--- config.mk ---
export PLATFORM = sky130hd
export DESIGN_NAME = led_fade
export DESIGN_NICKNAME = d
export VERILOG_FILES = /design/src/rtl/led_fade_pkg.sv /design/src/rtl/sync_2ff.sv /design/src/rtl/led_fade.sv
export SDC_FILE = /design/constraint.sdc
export NUM_CORES = 1
export LEC_CHECK = 0
export ABC_AREA = 0
export ABC_CLOCK_PERIOD_IN_PS = 2600
export CAP_MARGIN = 20
export CORE_MARGIN = 2
export CORE_UTILIZATION = 40
export CTS_BUF_LIST = sky130_fd_sc_hd__clkbuf_2
export CTS_CLUSTER_DIAMETER = 40
export DETAILED_ROUTE_END_ITERATION = 8
export MAX_ROUTING_LAYER = met4
export PLACE_DENSITY = 0.63
export SKIP_CTS_REPAIR_TIMING = 1
export SLEW_MARGIN = 20
export SYNTH_ARGS = -nofsm -noshare
export SYNTH_HDL_FRONTEND = slang
export SYNTH_SLANG_ARGS = --single-unit
--- constraint.sdc ---
create_clock -name clk -period 2.6 [get_ports clk]
set_input_delay 0.52 -clock clk [delete_from_list [all_inputs] [get_ports clk]]
set_output_delay 0.52 -clock clk [all_outputs]
set_load 0.01 [all_outputs]
--- src/rtl/led_fade_pkg.sv ---
`default_nettype none
// ============================================================================
//  Module      : led_fade_pkg
//  Description : Shared FSM encodings and helpers for the LED fade stage.
//  Revision    : 1.0 - initial release
// ============================================================================
package led_fade_pkg;

  localparam logic [1:0] ST_OFF  = 2'd0;
  localparam logic [1:0] ST_RISE = 2'd1;
  localparam logic [1:0] ST_ON   = 2'd2;
  localparam logic [1:0] ST_FALL = 2'd3;

  // Full-scale duty for a PWM counter of the given width.
  function automatic int duty_max_f(input int width);
    return (1 << width) - 1;
  endfunction

endpackage
`default_nettype wire

--- src/rtl/sync_2ff.sv ---
`default_nettype none
// ============================================================================
//  Module      : sync_2ff
//  Description : 1-bit two-flop synchroniser, async active-low reset to 0.
//  Revision    : 1.0 - initial release
// ============================================================================
module sync_2ff (
  input  logic clk,
  input  logic rst,
  input  logic d,
  output logic q
);

  logic meta_q;
  logic sync_q;

  // Two back-to-back flops give the first stage a full cycle to resolve.
  always_ff @(posedge clk or negedge rst) begin
    if (!rst) begin
      meta_q <= 1'b0;
      sync_q <= 1'b0;
    end else begin
      meta_q <= d;
      sync_q <= meta_q;
    end
  end

  assign q = sync_q;

endmodule
`default_nettype wire

--- src/rtl/led_fade.sv ---
`default_nettype none
// ============================================================================
//  Module      : led_fade
//  Description : Turns a 1-bit blink level into a PWM brightness ramp
//                (soft fade-in / fade-out) for one LED channel.
//  Revision    : 1.0 - initial release
// ============================================================================
module led_fade
  import led_fade_pkg::*;
#(
  parameter int PWM_W        = 8,
  parameter int STEP_PERIODS = 4
) (
  input  logic             clk,
  input  logic             rst,
  input  logic             en,
  input  logic             led_in,
  output logic             led_out,
  output logic [PWM_W-1:0] duty,
  output logic             busy
);

  localparam int               PER_W    = (STEP_PERIODS > 1) ? $clog2(STEP_PERIODS) : 1;
  localparam logic [PWM_W-1:0] DUTY_MAX = PWM_W'(duty_max_f(PWM_W));
  localparam logic [PWM_W-1:0] DUTY_MIN = '0;
  localparam logic [PER_W-1:0] PER_LAST = PER_W'(STEP_PERIODS - 1);

  logic             lvl;
  logic             tick;
  logic [PWM_W-1:0] pwm_cnt_q, pwm_cnt_d;
  logic [PER_W-1:0] per_cnt_q, per_cnt_d;
  logic [PWM_W-1:0] duty_q,    duty_d;
  logic [1:0]       state_q,   state_d;
  logic             busy_q,    busy_d;
  logic             led_q,     led_d;

  sync_2ff u_sync_led_in (
    .clk (clk),
    .rst (rst),
    .d   (led_in),
    .q   (lvl)
  );

  // PWM counter free-runs; period counter advances on each PWM wrap.
  always_comb begin
    pwm_cnt_d = pwm_cnt_q;
    per_cnt_d = per_cnt_q;
    tick      = (pwm_cnt_q == DUTY_MAX) && (per_cnt_q == PER_LAST);
    if (!en) begin
      pwm_cnt_d = '0;
      per_cnt_d = '0;
    end else begin
      pwm_cnt_d = pwm_cnt_q + 1'b1;
      if (pwm_cnt_q == DUTY_MAX) begin
        per_cnt_d = (per_cnt_q == PER_LAST) ? '0 : per_cnt_q + 1'b1;
      end
    end
  end

  // Duty steps only on tick, in the direction of the current level, so a
  // reversal continues from the present value and a same-cycle direction
  // change applies the new direction. Saturates at both ends.
  always_comb begin
    duty_d = duty_q;
    if (!en) begin
      duty_d = '0;
    end else if (tick) begin
      if (lvl && (duty_q != DUTY_MAX)) begin
        duty_d = duty_q + 1'b1;
      end else if (!lvl && (duty_q != DUTY_MIN)) begin
        duty_d = duty_q - 1'b1;
      end
    end
  end

  // Next-state logic: the ramp ends when the stepped duty hits an end stop.
  always_comb begin
    state_d = state_q;
    if (!en) begin
      state_d = ST_OFF;
    end else begin
      case (state_q)
        ST_OFF: begin
          if (lvl) state_d = (duty_d == DUTY_MAX) ? ST_ON : ST_RISE;
        end
        ST_RISE: begin
          if (!lvl)                    state_d = (duty_d == DUTY_MIN) ? ST_OFF : ST_FALL;
          else if (duty_d == DUTY_MAX) state_d = ST_ON;
        end
        ST_ON: begin
          if (!lvl) state_d = (duty_d == DUTY_MIN) ? ST_OFF : ST_FALL;
        end
        ST_FALL: begin
          if (lvl)                     state_d = (duty_d == DUTY_MAX) ? ST_ON : ST_RISE;
          else if (duty_d == DUTY_MIN) state_d = ST_OFF;
        end
        default: state_d = ST_OFF;
      endcase
    end
  end

  // Outputs: busy tracks the next state; PWM compare is registered once.
  always_comb begin
    busy_d = (state_d == ST_RISE) || (state_d == ST_FALL);
    led_d  = en && ((pwm_cnt_q < duty_q) || (duty_q == DUTY_MAX));
  end

  // All state registers; reset forces the channel dark immediately.
  always_ff @(posedge clk or negedge rst) begin
    if (!rst) begin
      pwm_cnt_q <= '0;
      per_cnt_q <= '0;
      duty_q    <= '0;
      state_q   <= ST_OFF;
      busy_q    <= 1'b0;
      led_q     <= 1'b0;
    end else begin
      pwm_cnt_q <= pwm_cnt_d;
      per_cnt_q <= per_cnt_d;
      duty_q    <= duty_d;
      state_q   <= state_d;
      busy_q    <= busy_d;
      led_q     <= led_d;
    end
  end

  assign led_out = led_q;
  assign duty    = duty_q;
  assign busy    = busy_q;

endmodule
`default_nettype wire

* Yosys cells after proc, flatten, opt, wreduce, memory -nomap -nowiden
Cells that the tools add are included.
** Storage, ports and cells
- Register bits :: 24
- Output and inout port bits :: 10
** Operators by class
- Reductions and logical operators :: 10
- Multiplexer cells :: 18
- Order comparisons :: 1
- Eq/ne operators :: 11
- Add/sub/neg operators :: 4
** Operator list (number)
- 8-bit 2-to-1 mux :: 5
- 8-bit equality test, second input constant :: 3
- 2-bit 2-to-1 mux :: 12
- 8-bit by 1-bit adder with 8-bit output, second input constant :: 2
- 2-bit equality test, second input constant :: 4
- 8-bit zero test :: 1
- 8-bit < comparator :: 1
- 8-bit != test, second input constant :: 1
- 2-bit one-hot mux with 4 select lines :: 1
- 8-bit nonzero test :: 1
- 8-bit by 1-bit subtractor with 8-bit output, second input constant :: 1
- 2-bit by 1-bit equality test with 1-bit output, second input constant :: 2
- 1-bit logical AND :: 4
- 2-bit by 1-bit adder with 2-bit output, second input constant :: 1
- 2-bit zero test :: 1
- 1-bit logical OR :: 2
- 2-bit by 1-bit != test with 1-bit output, second input constant :: 1
- 1-bit zero test :: 1

* Logic depth before layout (Yosys ltp)
- Depth in word-level cells :: 13
- Mapped depth :: 9
- Depth with buffers taken out :: 9

* Cells and area by module
A second synthesis with hierarchy kept.
** Unflattened totals
- Cell total of the unflattened synthesis :: 161
- Area total of the unflattened synthesis :: 1554.0 um^2
** By module, submodules not included
- led_fade :: times used 1, cells an instance 159, seq. area each 525.5 um^2, area an instance 1503.9 um^2
- sync_2ff :: times used 1, cells an instance 2, seq. area each 50.0 um^2, area an instance 50.0 um^2

* Worst setup path before layout
No wires, ideal clock.
- Kind :: register to register
- From :: register duty_q[0], in the netlist duty[0]
- To :: register state_q[1]
- Stages on the path, launching flop included :: 9
- Required time :: 2.513 ns
- Setup slack :: 0.283 ns
- Library setup time :: 0.087 ns
- Period minus slack after synthesis :: 2.317 ns
- Data arrival time :: 2.230 ns
- Path through :: dfrtp_1 -> ha_1 -> a41oi_2 -> o21a_1 -> mux2i_4 -> o2111ai_1 -> nor4b_2 -> a41oi_1 -> a211oi_2
** Between the ends
- Longest elaborated chain between the ends :: 11
** Ends and longest elaborated chain
- start: declaration :: line led_fade.sv:32 : logic [PWM_W-1:0] duty_q, duty_d;
- start signal: assignment :: line led_fade.sv:120 : duty_q <= duty_d;
- branches (longest 4 deep; another with 8-bit by 1-bit subtractor with 8-bit output)
- 8-bit 2-to-1 mux (*) :: line led_fade.sv:67 : end else if (tick) begin
- 8-bit 2-to-1 mux (*) :: line led_fade.sv:65 : if (!en) begin
- net duty_d[0] :: line led_fade.sv:32
- 8-bit equality test / 8-bit zero test (equally long branches)
- 2-bit 2-to-1 mux (on tied branches) (2 in a row)
- 2-bit one-hot mux with 4 select lines (*) :: line led_fade.sv:82 : case (state_q)
- 2-bit 2-to-1 mux (*) :: line led_fade.sv:79 : if (!en) begin
- net state_d[1] :: line led_fade.sv:33 : logic [1:0] state_q, state_d;
- end signal: assignment :: line led_fade.sv:121 : state_q <= state_d;
- end: declaration :: line led_fade.sv:33
Mark *: on every way through the listed nets, which the timed path passes.
A chain may end at the register's enable or synchronous reset.

* Worst setup path in the final report
- From :: register duty_q[4], in the netlist duty[4]
- To :: register state_q[1]
** Between the ends
- Longest elaborated chain between the ends :: 11
** Ends and longest elaborated chain
- 8-bit nonzero test :: line led_fade.sv:70 : end else if (!lvl && (duty_q != DUTY_MIN)) begin
- 1-bit logical AND :: line led_fade.sv:70
- 8-bit 2-to-1 mux :: line led_fade.sv:70
- 8-bit 2-to-1 mux (*) :: line led_fade.sv:68 : if (lvl && (duty_q != DUTY_MAX)) begin
- 8-bit 2-to-1 mux (*) :: line led_fade.sv:67
- 8-bit 2-to-1 mux (*) :: line led_fade.sv:65
- net duty_d[0] :: line led_fade.sv:32
- 8-bit equality test / 8-bit zero test (equally long branches)
- 2-bit 2-to-1 mux (on tied branches) (2 in a row)
- 2-bit one-hot mux with 4 select lines (*) :: line led_fade.sv:82
- 2-bit 2-to-1 mux (*) :: line led_fade.sv:79
- net state_d[1] :: line led_fade.sv:33
The timed path passes the listed nets; every way through them passes the cells marked *.

==> results.md <==
* Hold Crit Class: register to register
* PnR worst setup slack at 0.156 ns
* Most frequent cells in the layout: 21 x dfrtp_1, 14 x inv_1, 13 x clkdlybuf4s50_1, 12 x nor2_1, 12 x buf_4
* Placed instance count at 220
* CTS H-Tree Depth at 1
* Grt ovf at 0
* Total CTS buffers at 3
* Worst slew pin tran at roughly 0.35 ns
* WS Path Type: register to register
* Area contributors post-synth: dfrtp_1 38%, ha_1 9.1%, inv_1 3.5%
* Placer Congestion at 0.905
* Post-Route Setup TNS at 0 ns
* Crit start category: register
* Initial drt markers at 69
* Area Overhead vs Synth at 20.0%
* Synth warn at 0
* Top-area cell type share of the netlist area at 38.0%
* Core Util, Final at around half
* Root buffer cell: clkbuf_2
* P per Cell Area at 333 nW/µm²
* Post-DP HPWL at 2.58 mm
* Number of vias per cell at roughly 5.6
* Number of setup violations in the final report at 0
* Crit path DAT at 2.75 ns
* All-Layer GR Usage at 19.0%
* Initial Util at 41.4%
* RSZ-0062 raised after global routing: no
* Critical path capture point type: register
* Fin crit share at 94.0%
* Status: completed
* DRC Markers at 0
* Vias in the first global route at 1258
* CP peak stage delay at approximately 0.51 ns
* GR Layer Usage met3 at 2.05%
* Max-slew headroom at the worst pin at about three quarters
* Pre-Repair DR Iteration Count at 4
* Met1 usage at between 20% and 30%
* Syn Nets at 168
* Slowest stage cell, crit path: dfrtp_2
* Antenna cells at 0
* DIE WIDTH at ~66 µm
* IO buf count at 13
* Largest net degree at the start of global routing at 24
* Final min period at 2.44 ns
* Die height at 65.6 µm
* Crit path cell chain: and4_1, a41oi_4, o21a_2, mux2i_4, o2111ai_1, nor4b_2, a41oi_2, a211oi_2
* DR WL/cell at about 16 µm
* Final #Nets at 194
* Layer with the highest usage: met2
* Initial antenna violation count at 0
* Worst slack at placement at 0.0784 ns
* Sequential-to-total area share from yosys stat at a little under two fifths
* Final Hold Fails at 0
* VDD IR-drop max at between 200 and 250 µV
* # IOs at 14
* Max-slew violation count at 0
* Commonest non-fill, non-tap cell in the layout: dfrtp_1
* Area of the core at roughly 3700 µm²
* Max Cap Viol at 0
* Pleak at 0.768 nW
* Reg clk slew, reported paths at about 0.24 ns
* Share of layout cells above drive strength 1 at 21.3%
* Synth Instances at 153
* Clock Skews at about 0.0095 ns
* Max Fclk at 409 MHz
* Worst skew pair latency at 0.37 ns
* Hold path cells at 0
* Final ANT Viol Nets at 0
* Met2 usage at 30.9%
* Mapped Area at roughly 1500 µm²
* CP Max Fanout at 7
* Clk sinks at 23
* Syn_area_per_cell at 9.91 µm²
* Total Wirelength at 3.50 mm
* First-pass GRT wire length at between 6 and 7 mm
* Via count at 1275
* Critical Path RT at 2.91 ns
* CTS tree: built
* Top cell type by total area after synthesis: dfrtp_1
* Post-Layout Cell Count at 226
* Post-synth cell types at 50
* Row count at 22
* R2R depth at 8
* Yosys reg bits at 23
* Die area at 4300 µm²
* Clock Path Buffers at 2
[cells by family after synthesis]
family | Yosys count | synth area share, %
buffers and inverters | 18 | 6.19
muxes | 4 | 3.55
AOI/OAI and AO/OA | 35 | 18.0
DFF | 23 | 38.0
xor gates and xnor gates | 8 | 4.62
adders and majority gates | 11 | 9.08
and+or+nand+nor | 54 | 20.6
[worst max-delay path: cells and delay by family, from the launching register on]
family             cells  cell delay [ns]
muxes                  1             0.26
AOI/OAI and AO/OA      5             1.10
DFF                    1             0.51
and+or+nand+nor        2             0.51
[synth_stat cells, drive strengths merged]
cell,n
a21oi,5
a31oi,2
a41oi,5
nor3,6
or3,2
nor4b,1
dfrtp,23
nand4b,1
o31ai,1
ha,11
a22oi,1
inv,14
and3,2
xor2,3
mux2i,3
and2,4
nand3,6
buf,4
o2bb2ai,1
or2,1
nor2,12
o311ai,1
a21o,4
nor2b,1
xnor2,5
nor4,2
o21ai,5
nand2b,1
nand4,3
mux2,1
nand2,10
o31a,1
o2111ai,1
a211oi,2
o41ai,2
and4,2
o22ai,3
o21a,1
[final cells by class]
cell class	instances	area, µm²
inverter	14	52.6
fill	342	1840
multi-input combinational	112	888
tap	48	60.1
clock buffer	4	20.0
sequential	23	578
timing repair buffer	25	220
[metal layers]
layer / routed length [µm] / vias up
met2: 1730 / 39
met3: 136 / 7
met1: 1590 / 618
met4: 51 / 0
li1: - / 611
met5: 0 / -
[stage by stage]
step	area [µm²]	hold slack (ns)	power, mW
3_3_place_gp	1740	0.345	0.445
6_report	1820	0.382	0.605
4_1_cts	1760	0.383	0.605
5_1_grt	1820	0.407	0.629
2_1_floorplan	1520	0.224	0.419
3_5_place_dp	1740	0.335	0.447
[final timing paths]
check / startpoint / end / slack, ns
setup reg to reg: duty[4] / state_q[1] / 0.16
hold / removal: u_sync_led_in.meta_q / u_sync_led_in.q / 0.38
min in group asynchronous: rst / duty[6] / 0.46
max in group asynchronous: rst / duty[4] / 1.89
setup / recovery: duty[4] / state_q[1] / 0.16
hold reg to reg: u_sync_led_in.meta_q / u_sync_led_in.q / 0.38
[sequential cells by signal, summed over array words and instances, names as in the netlist]
name                  flops
duty                      8
led_out                   1
per_cnt_q                 2
pwm_cnt_q                 8
state_q                   2
u_sync_led_in.meta_q      1
u_sync_led_in.q           1
[power breakdown]
| group | switching (mW) | internal, mW | leakage (nW) |
|---|---|---|---|
| registers | 0.00650 | 0.367 | 0.309 |
| clock network | 0.122 | 0.0406 | 0.0166 |
| logic | 0.0363 | 0.0331 | 0.442 |
| total | 0.165 | 0.440 | 0.768 |
Power figures use the tool's default switching activity.
